File: config.mk
export PLATFORM = sky130hd
export DESIGN_NAME = greenflow_gate
export DESIGN_NICKNAME = d
export VERILOG_FILES = /design/src/rtl/greenflow_gate.sv
export SDC_FILE = /design/constraint.sdc
export NUM_CORES = 1
export LEC_CHECK = 0
export BUFFER_PORTS_ARGS = -buffer_cell sky130_fd_sc_hd__buf_2
export CORE_MARGIN = 1
export CORE_UTILIZATION = 40
export DETAILED_ROUTE_END_ITERATION = 8
export PLACE_DENSITY = 0.69
export SLEW_MARGIN = 10
export SYNTH_ARGS = -nofsm -noshare
export SYNTH_HDL_FRONTEND = slang
export SYNTH_SLANG_ARGS = --single-unit
File: constraint.sdc
create_clock -name clk -period 1.1 [get_ports clk]
set_clock_uncertainty 0.1 [all_clocks]
set_input_delay 0.165 -clock clk [delete_from_list [all_inputs] [get_ports clk]]
set_output_delay 0.165 -clock clk [all_outputs]
set_load 0.1 [all_outputs]
File: src/rtl/greenflow_gate.sv
// Safety gate between an AI power planner and the plant: passes, clamps or zeroes the
// requested power each cycle by fixed priority, with a registered status code.
module greenflow_gate #(
    parameter int DATA_W = 16
) (
    input  logic              clk,
    input  logic              rst_n,
    input  logic [DATA_W-1:0] llm_requested_kw,
    input  logic              ai_data_valid,
    input  logic [DATA_W-1:0] battery_temp_c,
    input  logic [DATA_W-1:0] grid_limit_hard,
    input  logic [DATA_W-1:0] temp_limit_hard,
    output logic [DATA_W-1:0] safe_power_out,
    output logic [1:0]        status_code
);

    typedef enum logic [1:0] {
        ST_NORMAL       = 2'b00,
        ST_GRID_CLAMP   = 2'b01,
        ST_THERMAL_TRIP = 2'b10,
        ST_AI_FAULT     = 2'b11
    } status_e;

    logic [DATA_W-1:0] power_d, power_q;
    status_e           status_d, status_q;

    always_comb begin
        // NOTE: defaults first so every path assigns every output -- no latch can be inferred.
        power_d  = '0;
        status_d = ST_AI_FAULT;
        if (!ai_data_valid) begin
            power_d  = '0;
            status_d = ST_AI_FAULT;
        end else if (battery_temp_c > temp_limit_hard) begin
            power_d  = '0;
            status_d = ST_THERMAL_TRIP;
        end else if (llm_requested_kw > grid_limit_hard) begin
            power_d  = grid_limit_hard;
            status_d = ST_GRID_CLAMP;
        end else begin
            power_d  = llm_requested_kw;
            status_d = ST_NORMAL;
        end
    end

    // Reset value is the fail-safe state: zero power, AI-fault code.
    always_ff @(posedge clk or negedge rst_n) begin
        if (!rst_n) begin
            power_q  <= '0;
            status_q <= ST_AI_FAULT;
        end else begin
            // NOTE: non-blocking assignments for registered state avoid simulation races.
            power_q  <= power_d;
            status_q <= status_d;
        end
    end

    assign safe_power_out = power_q;
    assign status_code    = status_q;

endmodule

==> reports/results.ini, run 1 <==
[power_and_ir_drop]
fin_total_pwr_w = 0.00360
ir_drop_mv = 0.590
p_per_area_nw_per_um2 = 777
p_leak_nw = 1.95

[timing]
min_period_ns = 1.90
finalMaxSlewViolations = 0
rsz0062_at_grt = true
hold_viol = 0
worst_pin_slew_ns = 0.411
max_clock_freq_mhz = 527
final.setup.worst_slack_ns = -0.796
slew_headroom_pct = 72.2
fin_crit_sh_pct = 172
setup_viol = 29
fin_setup_tns_ns = -13.12

[clock_network]
cts_tree = yes
cts.sinks = 18
cts_root_buffer = clkbuf_8
cts.path.max_buffers = 2
h-tree-depth = 1
cts.clk_slew.worst_paths_ns = 0.07
cts-buffers-inserted = 3

[finish]
num_antenna_cells = 0
drive_above_1_share_pct = 77.5
nNetsFinal = 486
fillers = 190
area_growth_pct = 110
multi_input_area_um2 = 2260
ff_latch_area_um2 = 460
post-route-util_pct = 89.1

[drt]
wl_per_cell_um = 23.4
vias = 2840
vias_per_cell = 6.23
drc = 0
ant_nets = 0
drt_iter0_drc = 215
dr.pass1.iters = 5
routed_wl_um = 10600

[place]
gp_congestion = 0.872
io_buffers = 84
dp_hpwl_um = 5250

[floorplanning]
die_h_um = 76.3
rows = 26
io-pin-count = 85
die_area_um2 = 5820
fp.coreArea_um2 = 5200
start_util_pct = 42.4
die_w_um = 76.3

[worst_setup_path]
cp-end-kind = register
path_cells = buf_12 -> inv_12 -> ha_4 -> nand4_4 -> buf_6 -> nor3_4 -> o21a_4 -> buf_16 -> o31ai_4 -> a221oi_2
worst_path_largest_cell_delay_ns = 0.28
cp-start-kind = input port
crit_type = in -> reg
crit_family = compound AO/OA/AOI/OAI gates
cp.required_ns = 1.15
arrival_ns = 1.95
worstPathMaxFanout = 8
crit_slowest_cell = ha_4
cp_num_buf_inv = 4

[synthesis]
yosysWarnings = 0
yosysUniqueCellTypes = 43
async_flop_share_pct = 100
synthesis.instances = 237
syn_avg_cell_area_um2 = 9.32
ys_seq_elements = 18
ys_seq_area_share_pct = 20.5
synth_fp_nets = 336
synth_edf_count = 0
synth_top_flop_cell = dfrtp_1
synth_area_um2 = 2210

[run_status]
run_status = complete, but fails checks
failed_checks = setup timing

[global_route]
grt_pass1_wl_um = 14400
grt_usage_pct = 30.5
grt_max_degree = 19
overflow = 0
grt_antenna_before_repair = 0
grt_pass1_vias = 2910

[hold_path]
min-delay-path-class = in -> reg

[flow_run]
drv_cap = 0

per-layer routing:
layer / GRT usage (%) / wire (um) / share of wire (%) / up-vias
li1: - / - / - / 1221
met1: 35.9 / 4130 / 39 / 1372
met2: 55.0 / 5360 / 50 / 201
met3: 3.11 / 682 / 6.4 / 46
met4: 14.8 / 468 / 4.4 / 0
met5: 0 / 0 / 0 / -
per-stage QoR:
stage          hold WS, ns  setup WS, ns  cells  area, um^2
6_report             0.187        -0.796    456        4640
5_1_grt              0.188        -0.820    456        4640
4_1_cts              0.131        -0.622    448        4270
3_5_place_dp        0.0154         -1.14    427        3590
3_3_place_gp        0.0174         -1.10    427        3590
2_1_floorplan       -0.231        -0.733    237        2510
layout make-up:
cell class / instances / share of cell area (%)
repair buffers: 162 / 34.9
well taps: 70 / 1.89
flip-flops and latches: 18 / 9.93
clock buffers: 4 / 1.19
multi-input cells: 169 / 48.9
inverters: 33 / 3.27
registers in the layout, summed over array words and instances (netlist names):
register / flops
safe_power_out: 16
status_code: 2
report_power, final:
part / internal (W) / leakage, nW / total (W) / switching [W]
Clock: 0.000318 / 0.0288 / 0.000550 / 0.000232
Sequential: 0.000725 / 0.227 / 0.000772 / 0.0000469
Combinational: 0.00105 / 1.70 / 0.00228 / 0.00122
Total: 0.00210 / 1.95 / 0.00360 / 0.00150
synthesized netlist by cell type, drive strengths merged, types with 7 or more instances:
cell,n,area [um^2]
nand2,9,33.8
nor4b,15,131
a21oi,11,55.1
a32oi,16,140
nand4,7,71.3
ha,32,400
dfrtp,16,400
o31ai,16,170
inv,33,124
a221oi,17,218
nor2,16,60.1
buf,13,92.6
worst paths after layout:
| path | slack (ns) | startpoint | to | cells after the start |
|---|---|---|---|---|
| setup / recovery | -0.80 | grid_limit_hard[14] | safe_power_out[13] | 10 |
| hold / removal | 0.19 | ai_data_valid | status_code[1] | 3 |
| max in group asynchronous | 0.31 | rst_n | status_code[1] | 2 |
| min in group asynchronous | 0.27 | rst_n | safe_power_out[15] | 2 |
logic make-up after synthesis:
family,share of synthesized area (%)
AOI/OAI and AO/OA,31.0
and+or+nand+nor,19.8
buffers and inverters,10.5
DFF,20.5
adders and majority gates,18.1
repair_timing:
item	in CTS	in global routing
setup endpoints to repair	29	36
gates resized for setup	85	50
setup buffers	9	7
hold buffers	2	0
pin swaps	39	34
endpoints found under the hold margin	17	0
cloned	6	2
cells in the final DEF, fill, tap and decap left out, types with 2 or more instances in the layout:
cell type / synthesis / final
a32oi_1: 16 / 6
nand2_1: 9 / 8
nor2_2: 0 / 9
buf_4: 2 / 58
clkbuf_16: 0 / 3
nor3_4: 1 / 2
nor4_4: 1 / 2
dfrtp_2: 0 / 6
nor4b_1: 15 / 7
dlygate4sd3_1: 0 / 2
ha_4: 0 / 21
nand3_1: 2 / 2
o21ai_2: 0 / 2
nor2_1: 16 / 6
buf_2: 8 / 48
a221oi_2: 11 / 17
clkbuf_8: 0 / 4
nand4_1: 4 / 4
inv_1: 33 / 14
a21oi_1: 11 / 5
a32oi_2: 0 / 10
dfstp_2: 2 / 2
buf_6: 2 / 22
buf_12: 0 / 25
buf_16: 0 / 3
nor4b_2: 0 / 8
a21oi_2: 0 / 5
ha_1: 32 / 11
dfrtp_1: 16 / 10
inv_2: 0 / 13
nor2b_1: 3 / 2
inv_4: 0 / 4
o31ai_4: 0 / 16
nand4_4: 1 / 2
tightest hold or removal path: cells and delay by family:
family / cells / cell delay (ns)
buffers and inverters: 2 / 0.20
AND/OR/NAND/NOR: 1 / 0.14
(Power assumes the default switching activity.)
==> run 2, diff against run 1 <==
- BUFFER_PORTS_ARGS: -buffer_cell sky130_fd_sc_hd__buf_2 -> -buffer_cell sky130_fd_sc_hd__buf_4
==> run 2 against run 1 <==
Compared with the run above:
- the flow still finishes with violations (setup timing)
- clock-buffer cell count did not move
- utilization decreased by 1.0 points
- wire length down 4.3%
- sequential share of layout area up 0.12 points
- sequential power shrank 1%
- worst hold slack better by 0.013 ns
- maximum frequency increased by 1.3%
- global-route usage down 4.7 points
- setup slack better by 0.024 ns
- final area is 1.2% lower
- critical endpoint is now safe_power_out[2]
- largest cell class unchanged
==> reports/results.ini, run 2 (synthesis results as in run 1) <==
[finish]
multi_input_area_um2 = 2290  ; +1.2%
ff_latch_area_um2 = 460  ; unchanged
area_growth_pct = 107
final_cells = 450  ; -1.3%
nNetsFinal = 480  ; -1.2%
final_cell_mix = buf_4 (104), buf_6 (23), ha_4 (19)
layout_commonest_cell = buf_4
largest_reg_flops = 16  ; unchanged
num_antenna_cells = 0  ; unchanged
fillers = 229  ; +21%
drive_above_1_share_pct = 75.5  ; -1.9 points

[clock_network]
cts.path.max_buffers = 2  ; unchanged
h-tree-depth = 1  ; unchanged
cts.sinks = 18  ; unchanged
cts_tree = yes
cts.clk_slew.worst_paths_ns = 0.07  ; about the same
cts-buffers-inserted = 3  ; unchanged
cts_root_buffer = clkbuf_8

[power_and_ir_drop]
p_leak_nw = 1.95  ; -0.19%
ir_drop_mv = 0.412  ; -30%
p_per_area_nw_per_um2 = 757  ; -2.5%
fin_total_pwr_w = 0.00347  ; -3.6%

[floorplanning]
die_area_um2 = 5820  ; unchanged
die_w_um = 76.3  ; unchanged
die_h_um = 76.3  ; unchanged
fp.coreArea_um2 = 5200  ; unchanged
rows = 26  ; unchanged
start_util_pct = 42.4  ; unchanged
io-pin-count = 85  ; unchanged

[drt]
drt_iter0_drc = 194  ; -9.8%
vias_per_cell = 6.22  ; -0.17%
routed_wl_um = 10200  ; -4.3%
vias = 2798  ; -1.5%
drc = 0  ; unchanged
dr.pass1.iters = 5  ; unchanged
wl_per_cell_um = 22.7  ; -3.0%
ant_nets = 0  ; unchanged

[timing]
whs_ns = 0.201  ; +0.0134 ns
slew_headroom_pct = 69.7  ; -2.5 points
setup_viol = 28  ; -3.4%
final.setup.worst_slack_ns = -0.773  ; +0.0238 ns
min_period_ns = 1.87  ; -0.0238 ns
fin_crit_sh_pct = 170  ; -2.2 points
rsz0062_at_grt = true
max_clock_freq_mhz = 534  ; +1.3%
worst_pin_slew_ns = 0.453  ; +0.0418 ns
hold_viol = 0  ; unchanged
finalMaxSlewViolations = 0  ; unchanged

[place]
dp_hpwl_um = 5120  ; -2.3%
gp_congestion = 0.846  ; -3.0%
io_buffers = 84  ; unchanged
dp.cells = 428  ; +0.23%

[run_status]
run_status = complete, but fails checks
failed_checks = setup timing

[worst_setup_path]
crit_slowest_cell = nor4b_2
arrival_ns = 1.94  ; about the same
cp-end-kind = register
worstPathMaxFanout = 16  ; +8
crit_type = in -> reg
path_cells = buf_4 -> inv_4 -> ha_4 -> nand4_4 -> o21bai_4 -> buf_4 -> nor4b_2 -> a32oi_2 -> a221oi_2
startpoint = grid_limit_hard[12]
cp-start-kind = input port
cp.required_ns = 1.16  ; about the same
worst_path_largest_cell_delay_ns = 0.48  ; +0.20 ns
cpMostUsedCell = buf_4

[global_route]
grt_pass1_vias = 2586  ; -11%
met2_usage_pct = 47.3  ; -7.7 points
top_usage_layer = met2
met1_usage_pct = 32.5  ; -3.4 points
grt_usage_pct = 25.8  ; -4.7 points
grt_max_degree = 19  ; unchanged
grt_antenna_before_repair = 0  ; unchanged
grt_pass1_wl_um = 12400  ; -14%
overflow = 0  ; unchanged
met3_usage_pct = 2.16  ; -0.96 points

[flow_run]
drv_cap = 0  ; unchanged

[hold_path]
min-delay-path-class = in -> reg
hp-start = ai_data_valid

## run 2: path summary, 6_finish.rpt
path,endpoint,slack (ns),cells past startpoint
max in group asynchronous,status_code[1],0.39,2
min in group asynchronous,safe_power_out[13],0.25,2
min,status_code[1],0.20,3
max,safe_power_out[2],-0.77,9
## run 2: power by group
part	total [W]	switching, W	internal [W]	leakage [nW]
clock network	0.000496	0.000238	0.000258	0.0228
registers	0.000764	0.0000389	0.000725	0.227
logic	0.00221	0.00121	0.00100	1.70
## run 2: final cells by class
class                   count  area share [%]
clock buffers               4           0.983
inverters                  33            3.30
multi-input cells         169            50.0
flip-flops and latches     18            10.0
well taps                  70            1.91
repair buffers            156            33.7
## run 2: critical path, delay by kind of cell
kind / cells / cell delay, ns
compound gates: 3 / 0.51
fa+ha+maj: 1 / 0.20
buf+inv: 3 / 0.40
simple gates: 2 / 0.65
## run 2: layer usage
metal	routed length (um)	vias up
li1	-	1210
met1	3790	1359
met2	5220	188
met3	758	41
met4	427	0
met5	0	-
## run 2: through the flow
| step | area [um^2] | setup slack [ns] | setup TNS [ns] | utilization, % |
|---|---|---|---|---|
| after floorplan | 2510 | -0.733 | -12.95 | - |
| after global placement | 3560 | -1.05 | -18.14 | 68.4 |
| after detailed placement | 3560 | -1.12 | -18.71 | 68.4 |
| after CTS | 4060 | -0.681 | -12.14 | 78.0 |
| after global routing | 4580 | -0.875 | -14.99 | 88.0 |
| final | 4580 | -0.773 | -12.79 | 88.0 |
## run 2: repair_timing
action,4_1_cts,5_1_grt
hold buffers,2,0
cloned,4,2
setup endpoints to repair,36,35
resized for setup,57,99
setup buffers,7,7
pin swaps,29,32
hold endpoints to repair,19,0
